**config.mk**
```make
export PLATFORM = sky130hd
export DESIGN_NAME = i2s_stereo_receiver_flat
export DESIGN_NICKNAME = d
export VERILOG_FILES = /design/src/rtl/i2s_stereo_receiver_pkg.sv /design/src/rtl/i2s_stereo_receiver_if.sv /design/src/rtl/i2s_stereo_receiver_sync_2ff.sv /design/src/rtl/i2s_stereo_receiver.sv /design/src/flat_wrapper.sv
export SDC_FILE = /design/constraint.sdc
export NUM_CORES = 1
export LEC_CHECK = 0
export BUFFER_PORTS_ARGS = -buffer_cell sky130_fd_sc_hd__buf_2
export CAP_MARGIN = 20
export CORE_MARGIN = 10
export CORE_UTILIZATION = 25
export CTS_CLUSTER_SIZE = 12
export DETAILED_ROUTE_END_ITERATION = 8
export PLACE_DENSITY = 0.38
export SYNTH_ARGS = -nofsm -noshare
export SYNTH_HDL_FRONTEND = slang
export SYNTH_SLANG_ARGS = --single-unit
export TNS_END_PERCENT = 100
```
**constraint.sdc**
```tcl
create_clock -name clk -period 4.6 [get_ports clk]
set_input_delay 0.69 -clock clk [delete_from_list [all_inputs] [get_ports clk]]
set_output_delay 0.69 -clock clk [all_outputs]
set_load 0.01 [all_outputs]
```
**src/rtl/i2s_stereo_receiver_pkg.sv**
```systemverilog
// Shared audio definitions for the I2S receive path.
package i2s_stereo_receiver_pkg;

  localparam int AUDIO_WIDTH_DEF = 32;
  localparam int CNT_WIDTH_DEF   = 6;

  // lrclk polarity: low selects the left channel
  localparam logic LR_LEFT  = 1'b0;
  localparam logic LR_RIGHT = 1'b1;

  // Pin order inside the synchronizer bank
  localparam int PIN_BCLK  = 0;
  localparam int PIN_LRCLK = 1;
  localparam int PIN_SDATA = 2;
  localparam int NUM_PINS  = 3;

  typedef enum logic {
    ST_UNLOCKED = 1'b0,
    ST_LOCKED   = 1'b1
  } lock_state_e;

endpackage

```
**src/rtl/i2s_stereo_receiver_if.sv**
```systemverilog
// Word stream from the receiver to the stereo parallelizer.
interface i2s_stereo_receiver_if
  import i2s_stereo_receiver_pkg::*;
#(
  parameter int audio_width = AUDIO_WIDTH_DEF
) ();

  logic                   o_valid;
  logic                   o_ready;
  logic                   o_is_left;
  logic [audio_width-1:0] o_audio;

  modport master (output o_valid, output o_is_left, output o_audio, input  o_ready);
  modport slave  (input  o_valid, input  o_is_left, input  o_audio, output o_ready);

endinterface

```
**src/rtl/i2s_stereo_receiver_sync_2ff.sv**
```systemverilog
// Generic two-flop synchronizer for a single asynchronous bit; clears to 0.
module sync_2ff (
  input  logic clk,
  input  logic reset,
  input  logic d,
  output logic q
);

  logic meta;

  // Two back-to-back flops give the first stage a full cycle to settle
  always_ff @(posedge clk or posedge reset) begin
    if (reset) begin
      meta <= 1'b0;
      q    <= 1'b0;
    end else begin
      meta <= d;
      q    <= meta;
    end
  end

endmodule

```
**src/rtl/i2s_stereo_receiver.sv**
```systemverilog
// Philips-I2S receiver: oversamples bclk/lrclk/sdata in the clk domain and
// emits one MSB-aligned word per slot with a left/right tag.
module i2s_stereo_receiver
  import i2s_stereo_receiver_pkg::*;
#(
  parameter int audio_width = AUDIO_WIDTH_DEF,
  parameter int cnt_width   = CNT_WIDTH_DEF
) (
  input  logic                  clk,
  input  logic                  reset,
  input  logic                  i_bclk,
  input  logic                  i_lrclk,
  input  logic                  i_sdata,
  i2s_stereo_receiver_if.master bus,
  output logic                  o_overrun
);

  logic [NUM_PINS-1:0] pin_raw, pin_sync;

  assign pin_raw[PIN_BCLK]  = i_bclk;
  assign pin_raw[PIN_LRCLK] = i_lrclk;
  assign pin_raw[PIN_SDATA] = i_sdata;

  for (genvar g = 0; g < NUM_PINS; g++) begin : g_sync
    sync_2ff u_sync (
      .clk   (clk),
      .reset (reset),
      .d     (pin_raw[g]),
      .q     (pin_sync[g])
    );
  end

  logic                   bclk_prev;
  logic                   lr_prev;
  logic [cnt_width-1:0]   cnt_q;
  logic [audio_width-1:0] shift_q;
  logic [audio_width-1:0] cap_word;
  logic                   rise, slot_edge, word_done;
  lock_state_e            state_q, state_d;

  // lrclk and sdata only matter on a synchronized bclk rising edge
  assign rise      = pin_sync[PIN_BCLK] & ~bclk_prev;
  assign slot_edge = rise & (pin_sync[PIN_LRCLK] != lr_prev);

  // Current shift word with this rise's bit dropped into its MSB-first slot;
  // bits past audio_width (including a saturated counter) match no position
  always_comb begin
    cap_word = shift_q;
    for (int i = 0; i < audio_width; i++) begin
      if (int'(cnt_q) == audio_width - 1 - i) cap_word[i] = pin_sync[PIN_SDATA];
    end
  end

  // Lock state register
  always_ff @(posedge clk or posedge reset) begin
    if (reset) state_q <= ST_UNLOCKED;
    else       state_q <= state_d;
  end

  // The first slot boundary only locks: the slot that just ended was partial
  always_comb begin
    state_d   = state_q;
    word_done = 1'b0;
    if (slot_edge) begin
      if (state_q == ST_UNLOCKED) state_d   = ST_LOCKED;
      else                        word_done = 1'b1;
    end
  end

  // Slot framing: edge detect, bit counter and shift word
  always_ff @(posedge clk or posedge reset) begin
    if (reset) begin
      bclk_prev <= 1'b0;
      lr_prev   <= LR_LEFT;
      cnt_q     <= '0;
      shift_q   <= '0;
    end else begin
      bclk_prev <= pin_sync[PIN_BCLK];
      if (rise) begin
        lr_prev <= pin_sync[PIN_LRCLK];
        if (slot_edge) begin
          // Boundary bit was the old slot's LSB; next rise is the new MSB
          cnt_q   <= '0;
          shift_q <= '0;
        end else begin
          shift_q <= cap_word;
          if (cnt_q != '1) cnt_q <= cnt_q + 1'b1;
        end
      end
    end
  end

  // Output holding register: a held word is never overwritten, newcomers
  // are dropped and flagged instead
  always_ff @(posedge clk or posedge reset) begin
    if (reset) begin
      bus.o_valid   <= 1'b0;
      bus.o_is_left <= 1'b0;
      bus.o_audio   <= '0;
      o_overrun     <= 1'b0;
    end else if (word_done && (!bus.o_valid || bus.o_ready)) begin
      bus.o_valid   <= 1'b1;
      bus.o_is_left <= (lr_prev == LR_LEFT);
      bus.o_audio   <= cap_word;
    end else if (word_done) begin
      o_overrun     <= 1'b1;
    end else if (bus.o_valid && bus.o_ready) begin
      bus.o_valid   <= 1'b0;
    end
  end

endmodule

```
**src/flat_wrapper.sv**
```systemverilog
// flat-port wrapper written by rule: the top's interface ports become plain ports
module i2s_stereo_receiver_flat import i2s_stereo_receiver_pkg::*;
#(
  parameter int audio_width = AUDIO_WIDTH_DEF,
  parameter int cnt_width   = CNT_WIDTH_DEF
)
  (clk, reset, i_bclk, i_lrclk, i_sdata, o_overrun, bus_o_valid, bus_o_is_left, bus_o_audio, bus_o_ready);
  i2s_stereo_receiver_if #(.audio_width(audio_width)) bus_i ();
  input  logic clk;
  input  logic reset;
  input  logic i_bclk;
  input  logic i_lrclk;
  input  logic i_sdata;
  output logic o_overrun;
  output wire logic [$bits(bus_i.o_valid)-1:0] bus_o_valid;
  output wire logic [$bits(bus_i.o_is_left)-1:0] bus_o_is_left;
  output wire logic [$bits(bus_i.o_audio)-1:0] bus_o_audio;
  input wire logic [$bits(bus_i.o_ready)-1:0] bus_o_ready;
  assign bus_o_valid = bus_i.o_valid;
  assign bus_o_is_left = bus_i.o_is_left;
  assign bus_o_audio = bus_i.o_audio;
  assign bus_i.o_ready = bus_o_ready;
  i2s_stereo_receiver #(.audio_width(audio_width), .cnt_width(cnt_width)) u_core (.clk(clk), .reset(reset), .i_bclk(i_bclk), .i_lrclk(i_lrclk), .i_sdata(i_sdata), .bus(bus_i), .o_overrun(o_overrun));
endmodule
```
==> flow_summary.yaml, run 1 <==
floorplanning:
  rows: 46
  core_region_area_um2: 15830
  number_of_top_level_design_ports: 41
  floorplan.die_area_um2: 21520
  floorplan.die.width_um: 146.7
  die_height_um: 146.7
  initial_standard_cell_utilization_of_the_core: 0.2535
synthesis:
  cell_types_occupying_the_most_area_after_synthesis: "sky130_fd_sc_hd__dfrtp_1 (51%), sky130_fd_sc_hd__nand2_1 (7.3%), sky130_fd_sc_hd__o21ai_0 (5.2%)"
  mappedNetlistNets: 445
  synth.distinct_cells: 47
  synth_seq_area_share: 0.5114
  syn-mean-instance-area_um2: 9.224
  most_instantiated_flip_flop_cell_in_the_synthesis_netlist: "sky130_fd_sc_hd__dfrtp_1"
  yosys.area_share.xor_xnor: 0.004365
  post-synth-top-area-fraction: 0.5114
  ys_seq_elements: 82
  yosys.area.top_type: "sky130_fd_sc_hd__dfrtp_1"
  synth.mux.area_fraction: 0
  synth-simple-area-share: 0.1678
  ys.warnings.count: 0
  post_synthesis_share_of_cell_area_spent_on_full_adders_half_adders_and_majority_gates: 0.01247
  yosys.cell_count.top_type: "sky130_fd_sc_hd__dfrtp_1"
  dominant_combinational_cell_family_by_area_after_synthesis: "compound AO/OA/AOI/OAI gates"
  number_of_synthesized_flops_with_an_enable_pin: 0
  netlist_area_um2: 4013
  syn_inst: 435
  synthArstFlopShare: 1.000
  synth_top_cells_by_count: "sky130_fd_sc_hd__dfrtp_1 (82), sky130_fd_sc_hd__nand2_1 (78), sky130_fd_sc_hd__o21ai_0 (42)"
  post_synthesis_compound_gate_area_fraction: 0.2566
timing:
  final_min_period_over_clock_period: 0.5017
  setup_violations: 0
  worst_clock_skew_ns: 0.009424
  maxClockFrequency_ghz: 0.4333
  report.final.hold_viol_count: 0
  min_period_ns: 2.308
  transition_at_the_pin_with_the_smallest_max_transition_slack_ns: 0.9438
  slew_headroom: 0.3685
  totalNegativeSetupSlack_ns: 0
  drv_slew: 0
  grt_setup_unrepaired: "no"
detailed_routing:
  ant_nets: 0
  routedWlPerCell_um: 18.01
  detail_route.vias_per_cell: 4.979
  num_vias: 3376
  drtPass1Iterations: 5
  drt_iter0_drc: 297
  drt_drc_violations_left: 0
  routed_wirelength_um: 12210
pwr:
  cell_internal_pwr_mw: 1.335
  total_leakage_power_nw: 1.992
  power_frac_comb: 0.155
  fin_total_pwr_mw: 1.900
  power.density_nw_per_um2: 403.8
  p_sw_mw: 0.5648
  vdd.ir_drop.worst_mv: 0.1793
  seqPwrFrac: 0.418
  proportion_of_total_power_due_to_net_switching: 0.2973
  pwr-share-clk: 0.427
critical_path:
  worst_r2r_startpoint: "u_core.cnt_q[3]$_DFFE_PP0P_"
  worst_setup_path_end_kind: "flip-flop"
  startpoint: "u_core.cnt_q[3]$_DFFE_PP0P_"
  cp.arrival_ns: 2.57
  critical_path_class: "flip-flop to flip-flop"
  crit_required_ns: 4.86
  timing.critical_path.from_type: "flip-flop"
  crit_fanout: 27
clock_tree:
  cts.hold.buffers_added: 0
  cts_root_buf: "sky130_fd_sc_hd__clkbuf_16"
  clkLatencyLatePin_ns: 0.35
  worst_setup_hold_path_clk_slew_ns: 0.07
  clock_path_buffers: 2
  cts_repair_resize_count: 0
  h-tree-depth: 3
  cts.sinks: 82
  tritoncts: "done"
  tritoncts.num_buffers: 9
  number_of_buffers_inserted_by_post_cts_setup_repair: 0
worst_hold_path:
  hold_class: "flip-flop to flip-flop"
  worst_hold_startpoint: "u_core.g_sync[1].u_sync.meta$_DFF_PP0_"
global_route:
  gr-usage-met1: 0.1575
  use_met2: 0.1721
  gr-usage-met3: 0.03163
  groute.usage.overall: 0.1153
  grt_pass1_vias: 3243
  remaining_global_route_overflow: 0
  grt_busiest_layer: "met2"
  grt_start_max_net_pins: 67
  number_of_antenna_violations_at_the_first_check_in_global_routing: 0
  grt_first_pass_wirelength_um: 19410
place:
  place_area_um2: 4377
  routabilityCongestion: 0.8048
  place_hpwl_um: 8012
  place.port_buffers: 40
final_layout:
  finalNetCount: 467
  nFillCells: 1673
  num_antenna_cells: 0
  area.growth.synth_to_final_pct: 17.24
  postLayoutCellArea_um2: 4705
  share_of_layout_cells_above_drive_strength_1: 0.1515
job:
  maxCapViolations: 0
run_status:
  run_status: "finished, final reports clean"
## area by class of cell
class,count,area [µm²],area share
sequential,82,2052,0.4362
multi-input combinational,308,1770,0.3763
clock buffer,10,239.0,0.05080
timing repair buffer,46,245.2,0.05213
clock inverter,6,88.84,0.01888
inverter,10,38.79,0.008245
tap,216,270.3,0.05745
## kinds of logic after synthesis
logic type | count (synthesis)
adders and majority gates | 4
AOI/OAI and AO/OA | 165
DFF | 82
xor gates and xnor gates | 2
buffers and inverters | 45
and+or+nand+nor | 137
## final timing paths
kind                       depth (start not counted)  slack [ns]                             endpoint
setup / recovery                                   3        2.29        u_core.shift_q[6]$_DFFE_PP0P_
hold / removal                                     0        0.35  u_core.g_sync[1].u_sync.q$_DFF_PP0_
setup reg to reg                                   3        2.29        u_core.shift_q[6]$_DFFE_PP0P_
hold reg to reg                                    0        0.35  u_core.g_sync[1].u_sync.q$_DFF_PP0_
max in group asynchronous                          3        3.12    u_core.bus.o_audio[7]$_DFFE_PP0P_
min in group asynchronous                          2        0.43        u_core.shift_q[2]$_DFFE_PP0P_
## flip-flops by register name, summed over array words and instances (netlist names)
signal	cells
u_core.g_sync.u_sync.q	3
u_core.o_overrun	1
u_core.shift_q	32
u_core.bus.o_valid	1
u_core.g_sync.u_sync.meta	3
u_core.bclk_prev	1
u_core.cnt_q	6
u_core.bus.o_audio	32
u_core.lr_prev	1
u_core.state_q	1
u_core.bus.o_is_left	1
## worst max-delay path: stages (launching register included)
cell,delay (ns)
sky130_fd_sc_hd__dfrtp_1,0.90
sky130_fd_sc_hd__nor2b_1,0.82
sky130_fd_sc_hd__nand2_1,0.26
sky130_fd_sc_hd__o21ai_0,0.24
## power by group through the flow
stage,Clock (mW),Combinational (mW),Sequential (mW)
floorplan,0,0.194,0.805
finish,0.811,0.295,0.794
CTS,0.836,0.300,0.794
global placement,0,0.300,0.806
detailed placement,0,0.300,0.807
global route,0.868,0.332,0.801
## routing by layer
metal / up-vias / part of all wire
met3: 14 / 0.047
met5: - / 0
li1: 1609 / -
met4: 0 / 0.012
met1: 1674 / 0.48
met2: 79 / 0.46
## cells in the final DEF (no fill, tap or decap), types with 4 or more instances in the layout
master	instances
sky130_fd_sc_hd__dfrtp_1	82
sky130_fd_sc_hd__nand2_1	78
sky130_fd_sc_hd__o21ai_0	42
sky130_fd_sc_hd__buf_2	40
sky130_fd_sc_hd__o21ai_1	33
sky130_fd_sc_hd__a21oi_1	17
sky130_fd_sc_hd__a22oi_1	17
sky130_fd_sc_hd__nor2_1	16
sky130_fd_sc_hd__a211oi_1	14
sky130_fd_sc_hd__a22o_1	10
sky130_fd_sc_hd__inv_1	9
sky130_fd_sc_hd__clkbuf_16	9
sky130_fd_sc_hd__a32oi_1	8
sky130_fd_sc_hd__nor2b_1	7
sky130_fd_sc_hd__o22ai_1	6
sky130_fd_sc_hd__a21o_1	6
sky130_fd_sc_hd__buf_4	6
sky130_fd_sc_hd__nand2b_1	4
sky130_fd_sc_hd__ha_1	4
## stage by stage
step / util / cells / worst slack (ns) / hold slack (ns)
floorplan: - / 435 / 1.802 / 0.3312
global placement: 0.2765 / 662 / 2.307 / 0.3320
detailed placement: 0.2765 / 662 / 2.285 / 0.3365
CTS: 0.2972 / 678 / 2.268 / 0.3531
global route: 0.2972 / 678 / 2.101 / 0.3593
finish: 0.2972 / 678 / 2.292 / 0.3499
No activity file was read; power rests on OpenSTA's default activity.
==> run 2, diff against run 1 <==
--- a/config.mk
+++ b/config.mk
@@ -5,13 +5,14 @@
 export SDC_FILE = /design/constraint.sdc
 export NUM_CORES = 1
 export LEC_CHECK = 0
+export ABC_AREA = 1
 export BUFFER_PORTS_ARGS = -buffer_cell sky130_fd_sc_hd__buf_2
 export CAP_MARGIN = 20
 export CORE_MARGIN = 10
 export CORE_UTILIZATION = 25
 export CTS_CLUSTER_SIZE = 12
 export DETAILED_ROUTE_END_ITERATION = 8
-export PLACE_DENSITY = 0.38
+export PLACE_DENSITY = 0.4
 export SYNTH_ARGS = -nofsm -noshare
 export SYNTH_HDL_FRONTEND = slang
 export SYNTH_SLANG_ARGS = --single-unit
==> constraint.sdc (replaced) <==
create_clock -name clk -period 2.08 [get_ports clk]
set_input_delay 0.312 -clock clk [delete_from_list [all_inputs] [get_ports clk]]
set_output_delay 0.312 -clock clk [all_outputs]
set_load 0.01 [all_outputs]
==> flow_summary.yaml, run 2 <==
synthesis:
  yosys.cell_count.top_type: "sky130_fd_sc_hd__nand2_1"
  post-synth-top-area-fraction: 0.5216
  ys.warnings.count: 0
  synth.distinct_cells: 23
  synth_seq_area_share: 0.5216
  yosys.area.top_type: "sky130_fd_sc_hd__dfrtp_1"
  synth_top_cells_by_count: "sky130_fd_sc_hd__nand2_1 (266), sky130_fd_sc_hd__dfrtp_1 (82), sky130_fd_sc_hd__nand4_1 (22)"
  netlist_area_um2: 3934
  ys_seq_elements: 82
  number_of_synthesized_flops_with_an_enable_pin: 0
  syn_inst: 499
  mappedNetlistNets: 509
  syn-mean-instance-area_um2: 7.883
  synthArstFlopShare: 1.000
  most_instantiated_flip_flop_cell_in_the_synthesis_netlist: "sky130_fd_sc_hd__dfrtp_1"
  cell_types_occupying_the_most_area_after_synthesis: "sky130_fd_sc_hd__dfrtp_1 (52%), sky130_fd_sc_hd__nand2_1 (25%), sky130_fd_sc_hd__nand4_1 (3.5%)"
detailed_routing:
  detail_route.vias_per_cell: 4.377
  routed_wirelength_um: 10900
  num_vias: 3296
  routedWlPerCell_um: 14.48
  drt_iter0_drc: 297
  drtPass1Iterations: 4
  drt_drc_violations_left: 0
  ant_nets: 0
global_route:
  grt_pass1_vias: 3358
  number_of_antenna_violations_at_the_first_check_in_global_routing: 0
  remaining_global_route_overflow: 0
  grt_start_max_net_pins: 35
  groute.usage.overall: 0.1062
  grt_first_pass_wirelength_um: 18150
floorplanning:
  floorplan.die_area_um2: 21150
  number_of_top_level_design_ports: 41
  floorplan.die.width_um: 145.4
  initial_standard_cell_utilization_of_the_core: 0.2569
  die_height_um: 145.4
  rows: 45
  core_region_area_um2: 15310
clock_tree:
  clkLatencyLatePin_ns: 0.35
  number_of_buffers_inserted_by_post_cts_setup_repair: 0
  h-tree-depth: 3
  cts_root_buf: "sky130_fd_sc_hd__clkbuf_16"
  cts.hold.buffers_added: 0
  worst_setup_hold_path_clk_slew_ns: 0.07
  cts.sinks: 82
  tritoncts: "done"
  cts_repair_resize_count: 0
  tritoncts.num_buffers: 9
  clock_path_buffers: 2
place:
  place.port_buffers: 40
  place_hpwl_um: 7495
  routabilityCongestion: 0.8171
  place_area_um2: 4349
timing:
  totalNegativeSetupSlack_ns: 0
  transition_at_the_pin_with_the_smallest_max_transition_slack_ns: 0.6364
  setup_violations: 0
  report.final.hold_viol_count: 0
  drv_slew: 0
  final_min_period_over_clock_period: 0.8191
  min_period_ns: 1.704
  maxClockFrequency_ghz: 0.5869
  grt_setup_unrepaired: "no"
  worst_clock_skew_ns: 0.007267
  slew_headroom: 0.5749
final_layout:
  nFillCells: 1672
  area.growth.synth_to_final_pct: 18.35
  reg_top3: "u_core.bus.o_audio (32), u_core.shift_q (32), u_core.cnt_q (6)"
  mostFrequentLayoutCells: "sky130_fd_sc_hd__nand2_1 (266), sky130_fd_sc_hd__dfrtp_1 (82), sky130_fd_sc_hd__buf_2 (40), sky130_fd_sc_hd__nand4_1 (22), sky130_fd_sc_hd__o21ai_0 (21)"
  final_common_cell: "sky130_fd_sc_hd__nand2_1"
  finalNetCount: 547
  share_of_layout_cells_above_drive_strength_1: 0.1568
  postLayoutCellArea_um2: 4656
  num_antenna_cells: 0
pwr:
  power.density_nw_per_um2: 892.2
  total_leakage_power_nw: 2.532
  vdd.ir_drop.worst_mv: 0.4032
critical_path:
  timing.critical_path.from_type: "flip-flop"
  crit_fanout: 12
  critical_path_class: "flip-flop to flip-flop"
  cp.arrival_ns: 1.99
  crit_required_ns: 2.36
  worst_setup_path_end_kind: "flip-flop"
job:
  maxCapViolations: 0
worst_hold_path:
  hold_class: "primary input to asynchronous set/reset pin"
run_status:
  run_status: "finished, final reports clean"
==> run 2: layout make-up <==
cell class | count | area (µm²) | share of cell area
sequential | 82 | 2052 | 0.4407
multi-input combinational | 366 | 1605 | 0.3448
timing repair buffer | 55 | 337.8 | 0.07256
tap | 211 | 264.0 | 0.05671
clock buffer | 12 | 256.5 | 0.05509
inverter | 23 | 90.09 | 0.01935
clock inverter | 4 | 50.05 | 0.01075
==> run 2: logic make-up (layout without fill, tap and decap cells) <==
family | count (synthesis) | count (layout) | share of synthesized area
compound gates | 34 | 34 | 0.04485
fa+ha+maj | 4 | 4 | 0.01272
buf+inv | 51 | 94 | 0.07029
flops | 82 | 82 | 0.5216
simple gates | 328 | 328 | 0.3505
==> run 2: final timing paths <==
check                                                       start                                     end  slack [ns]  cells after the start
setup / recovery                      u_core.cnt_q[2]$_DFFE_PP0P_      u_core.bus.o_audio[27]$_DFFE_PP0P_        0.38                      6
hold / removal                                              reset          u_core.shift_q[29]$_DFFE_PP0P_        0.05                      2
setup reg to reg                      u_core.cnt_q[2]$_DFFE_PP0P_      u_core.bus.o_audio[27]$_DFFE_PP0P_        0.38                      6
hold reg to reg            u_core.g_sync[0].u_sync.meta$_DFF_PP0_     u_core.g_sync[0].u_sync.q$_DFF_PP0_        0.35                      0
max in group asynchronous                                   reset      u_core.bus.o_audio[14]$_DFFE_PP0P_        1.47                      3
min in group clk                                           i_bclk  u_core.g_sync[0].u_sync.meta$_DFF_PP0_        0.07                      1
==> run 2: power breakdown <==
group	internal [mW]	switching [mW]	total, mW	leakage (nW)
registers	1.73	0.0917	1.83	1.11
logic	0.226	0.442	0.668	1.28
clock network	0.994	0.666	1.66	0.145
==> run 2: per-layer routing <==
metal | wire length (µm) | share of wire | up-vias | GRT usage
li1 | - | - | 1639 | -
met1 | 5165 | 0.47 | 1577 | 0.1360
met2 | 5103 | 0.47 | 68 | 0.1677
met3 | 473 | 0.043 | 12 | 0.02546
met4 | 157 | 0.014 | 0 | 0.04348
met5 | 0 | 0 | - | 0
==> run 2: stage by stage <==
step / total power, mW / setup WS, ns / instances / util / hold slack (ns)
CTS: 4.235 / 0.3571 / 753 / 0.3040 / 0.04767
global placement: 2.529 / 0.3882 / 737 / 0.2840 / 0.3370
finish: 4.154 / 0.3762 / 753 / 0.3040 / 0.04543
floorplan: 2.277 / 0.5828 / 499 / - / 0.3312
global route: 4.390 / 0.2030 / 753 / 0.3040 / 0.05019
detailed placement: 2.535 / 0.3684 / 737 / 0.2840 / 0.3358
==> run 2: critical path, stage by stage (launching register included) <==
cell and delay (ns):
sky130_fd_sc_hd__dfrtp_1 0.57, sky130_fd_sc_hd__inv_1 0.20, sky130_fd_sc_hd__nor2_1 0.41, sky130_fd_sc_hd__nand4_1 0.17, sky130_fd_sc_hd__nand2_1 0.15, sky130_fd_sc_hd__nand2_1 0.08, sky130_fd_sc_hd__nand2_1 0.06
